[src/rtl/id_fwd_stage_pkg.sv]
// Shared ISA encodings, ALU operation/result codes and bus widths
// used by the ID stage with EX/MEM forwarding.
package id_fwd_stage_pkg;

  localparam int unsigned INST_ADDR_W = 32;
  localparam int unsigned INST_W      = 32;
  localparam int unsigned ALUOP_W     = 8;
  localparam int unsigned ALUSEL_W    = 3;

  localparam logic        RstEnable  = 1'b1;
  localparam logic [31:0] ZeroWord   = 32'h0000_0000;
  localparam logic [4:0]  NOPRegAddr = 5'b00000;

  localparam logic [5:0] OP_SPECIAL = 6'b000000;
  localparam logic [5:0] OP_ANDI    = 6'b001100;
  localparam logic [5:0] OP_ORI     = 6'b001101;
  localparam logic [5:0] OP_XORI    = 6'b001110;
  localparam logic [5:0] OP_LUI     = 6'b001111;
  localparam logic [5:0] OP_LW      = 6'b100011;

  localparam logic [5:0] FN_AND = 6'b100100;
  localparam logic [5:0] FN_OR  = 6'b100101;
  localparam logic [5:0] FN_XOR = 6'b100110;
  localparam logic [5:0] FN_NOR = 6'b100111;

  typedef enum logic [ALUOP_W-1:0] {
    EXE_NOP_OP = 8'h00,
    EXE_AND_OP = 8'h24,
    EXE_OR_OP  = 8'h25,
    EXE_XOR_OP = 8'h26,
    EXE_NOR_OP = 8'h27,
    EXE_LW_OP  = 8'hE3
  } aluop_e;

  typedef enum logic [ALUSEL_W-1:0] {
    EXE_RES_NOP        = 3'd0,
    EXE_RES_LOGIC      = 3'd1,
    EXE_RES_LOAD_STORE = 3'd7
  } alusel_e;

endpackage

[src/rtl/id_fwd_stage_opsel.sv]
// One operand path: $0 forcing, EX-over-MEM forwarding, regfile fallback,
// immediate for an unread port; also flags a match against the EX destination.
module id_opsel #(
  parameter int unsigned DATA_W = 32,
  parameter int unsigned RA_W   = 5,
  parameter int unsigned FWD_EN = 1
) (
  input  logic              read_i,
  input  logic [RA_W-1:0]   addr_i,
  input  logic [DATA_W-1:0] rdata_i,
  input  logic [DATA_W-1:0] imm_i,
  input  logic              ex_wreg_i,
  input  logic [RA_W-1:0]   ex_wd_i,
  input  logic [DATA_W-1:0] ex_wdata_i,
  input  logic              mem_wreg_i,
  input  logic [RA_W-1:0]   mem_wd_i,
  input  logic [DATA_W-1:0] mem_wdata_i,
  output logic [DATA_W-1:0] data_o,
  output logic              ex_hit_o
);

  logic ex_match;
  logic mem_match;

  assign ex_match  = read_i && (addr_i != '0) && ex_wreg_i  && (ex_wd_i  == addr_i);
  assign mem_match = read_i && (addr_i != '0) && mem_wreg_i && (mem_wd_i == addr_i);

  // Hazard flag is independent of FWD_EN: the load-use stall stays active
  assign ex_hit_o = ex_match;

  always_comb begin
    data_o = imm_i;
    if (read_i) begin
      if (addr_i == '0)                data_o = '0;
      else if (FWD_EN != 0 && ex_match)  data_o = ex_wdata_i;
      else if (FWD_EN != 0 && mem_match) data_o = mem_wdata_i;
      else                               data_o = rdata_i;
    end
  end

endmodule

[src/rtl/id_fwd_stage.sv]
// Instruction decode for the logic-immediate/LUI/logic-R/LW subset, operand
// forwarding, load-use stall detection and the ID/EX pipeline register.
module id_fwd_stage
  import id_fwd_stage_pkg::*;
#(
  parameter int unsigned DATA_W = 32,
  parameter int unsigned RA_W   = 5,
  parameter int unsigned FWD_EN = 1
) (
  input  logic                   clk,
  input  logic                   rst,
  input  logic [INST_ADDR_W-1:0] pc_i,
  input  logic [INST_W-1:0]      inst_i,
  input  logic [DATA_W-1:0]      reg1_data_i,
  input  logic [DATA_W-1:0]      reg2_data_i,
  output logic                   reg1_read_o,
  output logic                   reg2_read_o,
  output logic [RA_W-1:0]        reg1_addr_o,
  output logic [RA_W-1:0]        reg2_addr_o,
  input  logic                   ex_wreg_i,
  input  logic                   mem_wreg_i,
  input  logic [RA_W-1:0]        ex_wd_i,
  input  logic [RA_W-1:0]        mem_wd_i,
  input  logic [DATA_W-1:0]      ex_wdata_i,
  input  logic [DATA_W-1:0]      mem_wdata_i,
  input  logic                   ex_is_load_i,
  input  logic                   stall_i,
  input  logic                   flush_i,
  output logic                   stallreq_o,
  output logic [ALUOP_W-1:0]     ex_aluop_o,
  output logic [ALUSEL_W-1:0]    ex_alusel_o,
  output logic [DATA_W-1:0]      ex_reg1_o,
  output logic [DATA_W-1:0]      ex_reg2_o,
  output logic [RA_W-1:0]        ex_wd_o,
  output logic                   ex_wreg_o,
  output logic [INST_ADDR_W-1:0] ex_pc_o,
  output logic                   ex_inst_valid_o
);

  logic [5:0]      op, func;
  logic [4:0]      shamt;
  logic [RA_W-1:0] rs, rt, rd;

  assign op    = inst_i[31:26];
  assign rs    = RA_W'(inst_i[25:21]);
  assign rt    = RA_W'(inst_i[20:16]);
  assign rd    = RA_W'(inst_i[15:11]);
  assign shamt = inst_i[10:6];
  assign func  = inst_i[5:0];

  aluop_e          aluop_d;
  alusel_e         alusel_d;
  logic [RA_W-1:0] wd_d;
  logic            wreg_d, valid_d, read1, read2;
  logic [DATA_W-1:0] imm;

  always_comb begin
    aluop_d  = EXE_NOP_OP;
    alusel_d = EXE_RES_NOP;
    wd_d     = '0;
    wreg_d   = 1'b0;
    valid_d  = 1'b0;
    read1    = 1'b0;
    read2    = 1'b0;
    imm      = '0;
    case (op)
      OP_ORI, OP_ANDI, OP_XORI, OP_LUI: begin
        read1    = 1'b1;
        wd_d     = rt;
        wreg_d   = 1'b1;
        valid_d  = 1'b1;
        alusel_d = EXE_RES_LOGIC;
        imm      = DATA_W'(inst_i[15:0]);
        case (op)
          OP_ANDI: aluop_d = EXE_AND_OP;
          OP_XORI: aluop_d = EXE_XOR_OP;
          OP_LUI: begin
            aluop_d = EXE_OR_OP;
            imm     = DATA_W'({inst_i[15:0], 16'h0000});
          end
          default: aluop_d = EXE_OR_OP;
        endcase
      end
      OP_LW: begin
        read1    = 1'b1;
        wd_d     = rt;
        wreg_d   = 1'b1;
        valid_d  = 1'b1;
        aluop_d  = EXE_LW_OP;
        alusel_d = EXE_RES_LOAD_STORE;
        imm      = DATA_W'($signed(inst_i[15:0]));
      end
      OP_SPECIAL: begin
        if (shamt == 5'd0 && (func == FN_AND || func == FN_OR ||
                              func == FN_XOR || func == FN_NOR)) begin
          read1    = 1'b1;
          read2    = 1'b1;
          wd_d     = rd;
          wreg_d   = 1'b1;
          valid_d  = 1'b1;
          alusel_d = EXE_RES_LOGIC;
          case (func)
            FN_AND:  aluop_d = EXE_AND_OP;
            FN_OR:   aluop_d = EXE_OR_OP;
            FN_XOR:  aluop_d = EXE_XOR_OP;
            default: aluop_d = EXE_NOR_OP;
          endcase
        end
      end
      default: ;
    endcase
    if (inst_i == '0) valid_d = 1'b1;
  end

  logic in_rst;
  assign in_rst      = (rst == RstEnable);
  assign reg1_read_o = read1 && !in_rst;
  assign reg2_read_o = read2 && !in_rst;
  assign reg1_addr_o = in_rst ? '0 : rs;
  assign reg2_addr_o = in_rst ? '0 : rt;

  logic [DATA_W-1:0] op1, op2;
  logic              hit1, hit2;

  id_opsel #(.DATA_W(DATA_W), .RA_W(RA_W), .FWD_EN(FWD_EN)) u_opsel1 (
    .read_i(reg1_read_o), .addr_i(reg1_addr_o), .rdata_i(reg1_data_i), .imm_i(imm),
    .ex_wreg_i(ex_wreg_i), .ex_wd_i(ex_wd_i), .ex_wdata_i(ex_wdata_i),
    .mem_wreg_i(mem_wreg_i), .mem_wd_i(mem_wd_i), .mem_wdata_i(mem_wdata_i),
    .data_o(op1), .ex_hit_o(hit1)
  );

  id_opsel #(.DATA_W(DATA_W), .RA_W(RA_W), .FWD_EN(FWD_EN)) u_opsel2 (
    .read_i(reg2_read_o), .addr_i(reg2_addr_o), .rdata_i(reg2_data_i), .imm_i(imm),
    .ex_wreg_i(ex_wreg_i), .ex_wd_i(ex_wd_i), .ex_wdata_i(ex_wdata_i),
    .mem_wreg_i(mem_wreg_i), .mem_wd_i(mem_wd_i), .mem_wdata_i(mem_wdata_i),
    .data_o(op2), .ex_hit_o(hit2)
  );

  assign stallreq_o = ex_is_load_i && (hit1 || hit2);

  aluop_e                 aluop_q;
  alusel_e                alusel_q;
  logic [DATA_W-1:0]      reg1_q, reg2_q;
  logic [RA_W-1:0]        wd_q;
  logic                   wreg_q, valid_q;
  logic [INST_ADDR_W-1:0] pc_q;

  // rst and flush beat stall; a load bubble is inserted only when not stalled
  always_ff @(posedge clk) begin
    if (in_rst || flush_i || (!stall_i && stallreq_o)) begin
      aluop_q  <= EXE_NOP_OP;
      alusel_q <= EXE_RES_NOP;
      reg1_q   <= DATA_W'(ZeroWord);
      reg2_q   <= DATA_W'(ZeroWord);
      wd_q     <= RA_W'(NOPRegAddr);
      wreg_q   <= 1'b0;
      valid_q  <= 1'b0;
      pc_q     <= ZeroWord;
    end else if (!stall_i) begin
      aluop_q  <= aluop_d;
      alusel_q <= alusel_d;
      reg1_q   <= op1;
      reg2_q   <= op2;
      wd_q     <= wd_d;
      wreg_q   <= wreg_d;
      valid_q  <= valid_d;
      pc_q     <= pc_i;
    end
  end

  assign ex_aluop_o      = aluop_q;
  assign ex_alusel_o     = alusel_q;
  assign ex_reg1_o       = reg1_q;
  assign ex_reg2_o       = reg2_q;
  assign ex_wd_o         = wd_q;
  assign ex_wreg_o       = wreg_q;
  assign ex_pc_o         = pc_q;
  assign ex_inst_valid_o = valid_q;

endmodule

[config.mk]
export PLATFORM = sky130hd
export DESIGN_NAME = id_fwd_stage
export DESIGN_NICKNAME = d
export VERILOG_FILES = /design/src/rtl/id_fwd_stage_pkg.sv /design/src/rtl/id_fwd_stage_opsel.sv /design/src/rtl/id_fwd_stage.sv
export SDC_FILE = /design/constraint.sdc
export NUM_CORES = 1
export LEC_CHECK = 0
export ABC_AREA = 1
export CAP_MARGIN = 20
export CORE_AREA = 2 2 131 133
export CTS_BUF_LIST = sky130_fd_sc_hd__clkbuf_4 sky130_fd_sc_hd__clkbuf_8
export DETAILED_ROUTE_END_ITERATION = 10
export DIE_AREA = 0 0 133 135
export PLACE_DENSITY = 0.92
export REMOVE_ABC_BUFFERS = 1
export SETUP_SLACK_MARGIN = 0.4
export SLEW_MARGIN = 10
export SYNTH_ARGS = -nofsm -noshare
export SYNTH_HDL_FRONTEND = slang
export SYNTH_SLANG_ARGS = --single-unit
[constraint.sdc]
create_clock -name clk -period 3.5 [get_ports clk]
set_input_delay 0.35 -clock clk [delete_from_list [all_inputs] [get_ports clk]]
set_output_delay 0.35 -clock clk [all_outputs]
set_load 0.01 [all_outputs]
==> results.sh, run 1 <==
export IMPL_ir_drop_mv=0.1914
export IMPL_fp_dieW_um=133
export IMPL_htreeDepth=3
export IMPL_grt_overflow_total=0
export IMPL_max_freq_mhz=341.8
export IMPL_place_area_um2=10440
export IMPL_clock_tree_buffer_depth=2
export IMPL_drive_gt1_frac=0.09524
export IMPL_pin_count=336
export IMPL_dp_cells=1631
export IMPL_grt_pass1_wl_um=46200
export IMPL_firstDrtPassIters=5
export IMPL_cts_inserted_buffers=9
export IMPL_dr_wl_met3_um=2865
export IMPL_topRoutingLayerUsed="met4"
export IMPL_synth_seq_cells=108
export IMPL_crit_end="stallreq_o"
export IMPL_gp_congestion=0.9674
export IMPL_swShare=0.3056
export IMPL_crit_fanout=9
export IMPL_layout_setup_ws_ns=0.5746
export IMPL_sequentialPowerShare=0.459
export IMPL_p_int_w=0.001942
export IMPL_worst_r2r_setup_slack_ns=2.60
export IMPL_power_leakage_nw=4.369
export IMPL_min_period_over_period=0.8358
export IMPL_cts_tree="yes"
export IMPL_cap_viol_max_count=0
export IMPL_syn_area_um2=7038
export IMPL_min_period_ns=2.925
export IMPL_fin_cells=1648
export IMPL_synth_edf_count=0
export IMPL_syn2layout_area_growth_pct=51.68
export IMPL_hold_viol_final=0
export IMPL_met1Wirelength_um=12000
export IMPL_powerDensity_nw_per_um2=261.9
export IMPL_hold_class="in -> reg"
export IMPL_drt_iter0_markers=887
export IMPL_yosysWarnings=0
export IMPL_cts_root_buf="clkbuf_8"
export IMPL_p_clk_frac=0.285
export IMPL_worst_r2r_path_depth=3
export IMPL_core_um2=16410
export IMPL_p_comb_frac=0.256
export IMPL_crit_type="in -> out"
export IMPL_gr_usage_all_layers=0.3238
export IMPL_cts_sinks=108
export IMPL_num_fill_cells=1462
export IMPL_via_count=9185
export IMPL_fin_hold_ws_ns=0.4489
export IMPL_setup_tns_final_ns=0
export IMPL_status="finished, final reports clean"
export IMPL_dieArea_um2=17960
export IMPL_grt_pass1_vias=8694
export IMPL_initial_core_util=0.4290
export IMPL_hpwl_um=21740
export IMPL_yosysSeqAreaShare=0.3072
export IMPL_clk_pin_slew_ns=0.12
export IMPL_die_height_um=135
export IMPL_end_kind="primary output"
export IMPL_wl_per_cell_um=18.27
export IMPL_required_ns=3.15
export IMPL_rsz0062_at_grt="no"
export IMPL_timing_rr_end="ex_reg1_o[21]$_SDFFE_PP0N_"
export IMPL_synth_avg_cell_area_um2=6.147
export IMPL_grt_max_degree=74
export IMPL_crit_arrival_ns=2.58
export IMPL_viasPerCell=5.573
export IMPL_n_antenna_cell=0
export IMPL_ant_nets=0
export IMPL_port_buffers=333
export IMPL_setup_violations=0
export IMPL_async_flop_share=0
export IMPL_r2r_start="ex_reg1_o[21]$_SDFFE_PP0N_"
export IMPL_syn_inst=1145
export IMPL_met2_length_um=13980
export IMPL_antenna_found_initial=0
export IMPL_wirelength_um=30110
export IMPL_worst_pin_slew_ns=1.065
export IMPL_slew_headroom=0.2871
export IMPL_start_kind="primary input"
export IMPL_p_sw_w=0.0008546
export IMPL_fin_skew_ns=0
export IMPL_drc=0
export IMPL_synth_distinct_cells=32
export IMPL_clk_insertion_delay_late_ns=0.40
export IMPL_row_count=47
export IMPL_synth_ff_type="dfxtp_1"
export IMPL_startpoint="inst_i[28]"
export IMPL_final_nets=1632
export IMPL_design_area_um2=10680
export IMPL_drv_slew=0
export IMPL_post_place_ws_ns=0.2877
==> cells by family after synthesis <==
family | synth area share
simple gates | 0.3774
compound gates | 0.1964
buf+inv | 0.1072
flops | 0.3072
xor+xnor | 0.01120
other cells | 0.0005328
==> cell usage in the layout, fill, tap and decap left out, drive strengths merged <==
cell           count
o221ai             1
nand2            256
xor2               9
o211ai             1
dlymetal6s2s       1
a21oi            205
o22ai              5
nor3               2
nand3            171
inv               81
nor2              82
clkbuf             9
clkinvlp           1
nor4               4
clkinv             5
buf               25
dfxtp            108
or2               64
nand4              4
clkdlybuf4s50    331
conb               2
o21ai             60
and2               1
==> per-layer routing <==
metal	GRT usage	vias up
met5	0	-
met2	0.5322	583
met3	0.06231	101
met1	0.4174	4189
li1	-	4312
met4	0.1362	0
==> worst max-delay path, cell delays in order <==
cell             delay, ns
clkdlybuf4s50_1       0.48
nor2_1                0.19
nand2_1               0.12
nor2_4                0.18
nand3_4               0.15
nand2_2               0.16
nand3_4               0.09
o21ai_2               0.17
and2_1                0.15
clkdlybuf4s50_1       0.53
==> state kept, by name (all words and copies together) (netlist names) <==
signal and flops:
ex_aluop_o 3, ex_alusel_o 2, ex_inst_valid_o 1, ex_pc_o 32, ex_reg1_o 32, ex_reg2_o 32, ex_wd_o 5, ex_wreg_o 1
==> layout make-up <==
type	instances	area (µm²)	share of cell area
well taps	220	275.3	0.02579
inverters	80	305.3	0.02860
clock inverters	7	80.08	0.007501
multi-input cells	867	4178	0.3914
clock buffers	9	123.9	0.01160
repair buffers	357	3551	0.3326
flip-flops and latches	108	2162	0.2025
==> cells in the mapped netlist (2+ instances only) <==
cell / instances / area share
nand3_2: 2 / 0.0028
nand3_1: 168 / 0.12
or2_2: 64 / 0.057
buf_1: 3 / 0.0016
inv_2: 6 / 0.0032
nor3_1: 2 / 0.0014
nor4_1: 4 / 0.0036
o21ai_1: 2 / 0.0014
buf_2: 16 / 0.011
o21ai_0: 57 / 0.041
nand4_1: 4 / 0.0036
buf_4: 8 / 0.0085
o22ai_1: 5 / 0.0044
nand2_2: 7 / 0.0062
nor2_4: 2 / 0.0032
a21oi_1: 205 / 0.15
nor2_1: 76 / 0.041
nand2_1: 249 / 0.13
clkbuf_1: 54 / 0.029
buf_6: 8 / 0.013
xor2_1: 9 / 0.011
dfxtp_1: 108 / 0.31
clkbuf_2: 2 / 0.0014
inv_1: 73 / 0.039
nor2_2: 4 / 0.0036
==> metrics by stage <==
stage            util  total power, W
2_1_floorplan       -        0.001578
3_3_place_gp   0.6361        0.002005
3_5_place_dp   0.6361        0.002015
4_1_cts        0.6503        0.002811
5_1_grt        0.6507        0.002912
6_report       0.6507        0.002796
==> worst min path at each step <==
stage | cells after the start | startpoint | endpoint
2_1_floorplan | 2 | ex_pc_o[28]$_SDFFE_PP0N_ | ex_pc_o[28]$_SDFFE_PP0N_
3_3_place_gp | 2 | ex_pc_o[28]$_SDFFE_PP0N_ | ex_pc_o[28]$_SDFFE_PP0N_
3_5_place_dp | 2 | ex_pc_o[25]$_SDFFE_PP0N_ | ex_pc_o[25]$_SDFFE_PP0N_
4_1_cts | 3 | stall_i | ex_pc_o[25]$_SDFFE_PP0N_
5_1_grt | 3 | stall_i | ex_pc_o[17]$_SDFFE_PP0N_
6_report | 3 | stall_i | ex_pc_o[17]$_SDFFE_PP0N_
==> power groups by stage <==
stage / combinational (W) / clock (W) / sequential [W]
4_1_cts: 0.000710 / 0.000816 / 0.00128
3_5_place_dp: 0.000703 / 0 / 0.00131
5_1_grt: 0.000771 / 0.000853 / 0.00129
2_1_floorplan: 0.000252 / 0 / 0.00133
6_report: 0.000715 / 0.000796 / 0.00128
3_3_place_gp: 0.000695 / 0 / 0.00131
==> what timing repair did <==
item | CTS | global route
hold buffers | 0 | 0
hold endpoints to repair | 0 | 0
endpoints found under the setup margin | 1 | 1
resized for setup | 6 | 2
buffers inserted | 1 | 0
No activity file was read; power rests on OpenSTA's default activity.
==> run 2, diff against run 1 <==
Settings changed: CORE_AREA 2 2 131 133 to not set, CORE_ASPECT_RATIO set to 1.5, CORE_MARGIN set to 2, CORE_UTILIZATION set to 43, DIE_AREA 0 0 133 135 to not set, PLACE_DENSITY 0.92 to 0.93.
Clock period 3.5 ns to 2.9 ns, I/O delays scaled along.
==> run 2 against run 1 <==
Critical endpoint is now reg2_read_o. Combinational power increased by 23%. Utilization increased by 1.8 points. Count of clock-buffer cells in the layout unchanged. Largest power group unchanged. Setup slack got worse by 0.097 ns. Clock power increased by 29%.
==> results.sh, run 2 (synthesis results as in run 1) <==
export IMPL_final_nets=1646
export IMPL_htreeDepth=3
export IMPL_n_antenna_cell=0
export IMPL_via_count=9293
export IMPL_clk_pin_slew_ns=0.11
export IMPL_port_buffers=333
export IMPL_crit_fanout=3
export IMPL_num_fill_cells=1448
export IMPL_dieArea_um2=17430
export IMPL_required_ns=2.61
export IMPL_min_period_ns=2.423
export IMPL_die_height_um=160.7
export IMPL_setup_tns_final_ns=0
export IMPL_p_clk_frac=0.298
export IMPL_crit_arrival_ns=2.13
export IMPL_post_place_ws_ns=0.07672
export IMPL_cap_viol_max_count=0
export IMPL_ant_nets=0
export IMPL_wirelength_um=30700
export IMPL_drive_gt1_frac=0.1075
export IMPL_max_freq_mhz=412.8
export IMPL_gp_congestion=0.9220
export IMPL_p_sw_w=0.001028
export IMPL_hold_class="in -> reg"
export IMPL_mostFrequentLayoutCell="clkdlybuf4s50_1"
export IMPL_power_leakage_nw=4.451
export IMPL_grt_pass1_vias=8755
export IMPL_viasPerCell=5.639
export IMPL_drc=0
export IMPL_layout_setup_ws_ns=0.4774
export IMPL_hold_viol_final=0
export IMPL_drv_slew=0
export IMPL_powerDensity_nw_per_um2=321.0
export IMPL_start_kind="primary input"
export IMPL_gr_usage_all_layers=0.3404
export IMPL_multiInputGateArea_um2=4178
export IMPL_cts_sinks=108
export IMPL_fin_skew_ns=0
export IMPL_min_period_over_period=0.8354
export IMPL_hpwl_um=21880
export IMPL_grt_overflow_total=0
export IMPL_cts_tree="yes"
export IMPL_crit_type="in -> out"
export IMPL_clk_insertion_delay_late_ns=0.38
export IMPL_rsz0062_at_grt="yes"
export IMPL_worst_pin_slew_ns=1.100
export IMPL_p_comb_frac=0.254
export IMPL_firstDrtPassIters=6
export IMPL_worst_r2r_path_depth=3
export IMPL_end_kind="primary output"
export IMPL_cts_root_buf="clkbuf_8"
export IMPL_p_int_w=0.002432
export IMPL_status="finished, final reports clean"
export IMPL_core_um2=16120
export IMPL_row_count=57
export IMPL_ir_drop_mv=0.2384
export IMPL_syn2layout_area_growth_pct=53.12
export IMPL_regArea_um2=2162
export IMPL_drt_iter0_markers=1031
export IMPL_initial_core_util=0.4367
export IMPL_holdPathStages=4
export IMPL_final_cell_mix="330 x clkdlybuf4s50_1, 248 x nand2_1, 204 x a21oi_1, 168 x nand3_1, 108 x dfxtp_1"
export IMPL_fp_dieW_um=108.5
export IMPL_cts_inserted_buffers=9
export IMPL_setup_violations=0
export IMPL_pin_count=336
export IMPL_grt_max_degree=108
export IMPL_clock_tree_buffer_depth=2
export IMPL_wl_per_cell_um=18.63
export IMPL_sequentialPowerShare=0.448
export IMPL_grt_pass1_wl_um=46520
export IMPL_antenna_found_initial=0
export IMPL_swShare=0.2971
export IMPL_final_util=0.6686
export IMPL_place_area_um2=10520
export IMPL_slew_headroom=0.2637
export IMPL_design_area_um2=10780
==> run 2: cell count changes in the layout (fill, tap and decap cells not counted), moves of 2 or more <==
| cell | before | now |
|---|---|---|
| buf_4 | 22 | 35 |
| inv_6 | 0 | 2 |
| nor2_1 | 72 | 70 |
| nor2_2 | 4 | 7 |
==> run 2: final timing paths <==
path                            endpoint                  startpoint  slack, ns
max                          reg2_read_o                  inst_i[27]       0.48
min reg2reg     ex_pc_o[28]$_SDFFE_PP0N_    ex_pc_o[28]$_SDFFE_PP0N_       0.47
min          ex_alusel_o[0]$_SDFFE_PP0N_                     stall_i       0.42
max reg2reg   ex_reg1_o[16]$_SDFFE_PP0N_  ex_reg1_o[16]$_SDFFE_PP0N_       2.02
==> run 2: what timing repair did <==
action / CTS / global route
endpoints found under the setup margin: 2 / 2
buffers inserted: 2 / 1
pin swaps: 1 / 3
hold buffers: 0 / 0
gates resized for setup: 10 / 4
==> run 2: per-layer routing <==
| layer | share of wire | GRT usage |
|---|---|---|
| met3 | 0.093 | 0.04667 |
| met2 | 0.48 | 0.5747 |
| met5 | 0 | 0 |
| met4 | 0.055 | 0.1754 |
| met1 | 0.37 | 0.4150 |
==> run 2: power groups by stage <==
stage               Sequential (W)  Clock, W  Combinational [W]
CTS                        0.00155   0.00104           0.000871
global placement           0.00158         0           0.000851
global route               0.00155   0.00110           0.000942
detailed placement         0.00158         0           0.000862
finish                     0.00155   0.00103           0.000878
floorplan                  0.00160         0           0.000304
==> run 2: per-stage QoR <==
stage,instances,power (W),hold slack (ns)
3_5_place_dp,1629,0.002443,0.4541
5_1_grt,1648,0.003596,0.4409
2_1_floorplan,1055,0.001905,0.4260
6_report,1648,0.003459,0.4202
3_3_place_gp,1629,0.002432,0.4417
4_1_cts,1647,0.003464,0.3972
==> run 2: cell type report <==
cell class	instances	area share
flip-flops and latches	108	0.2006
clock inverters	7	0.008592
well taps	206	0.02392
clock buffers	9	0.01149
repair buffers	371	0.3396
multi-input cells	867	0.3877
inverters	80	0.02810
==> run 2: critical path, stage by stage <==
cell	delay, ns
clkdlybuf4s50_1	0.46
nor2_1	0.14
nand2_1	0.11
nor2_4	0.18
buf_4	0.14
nand4_1	0.15
inv_1	0.12
clkdlybuf4s50_1	0.54
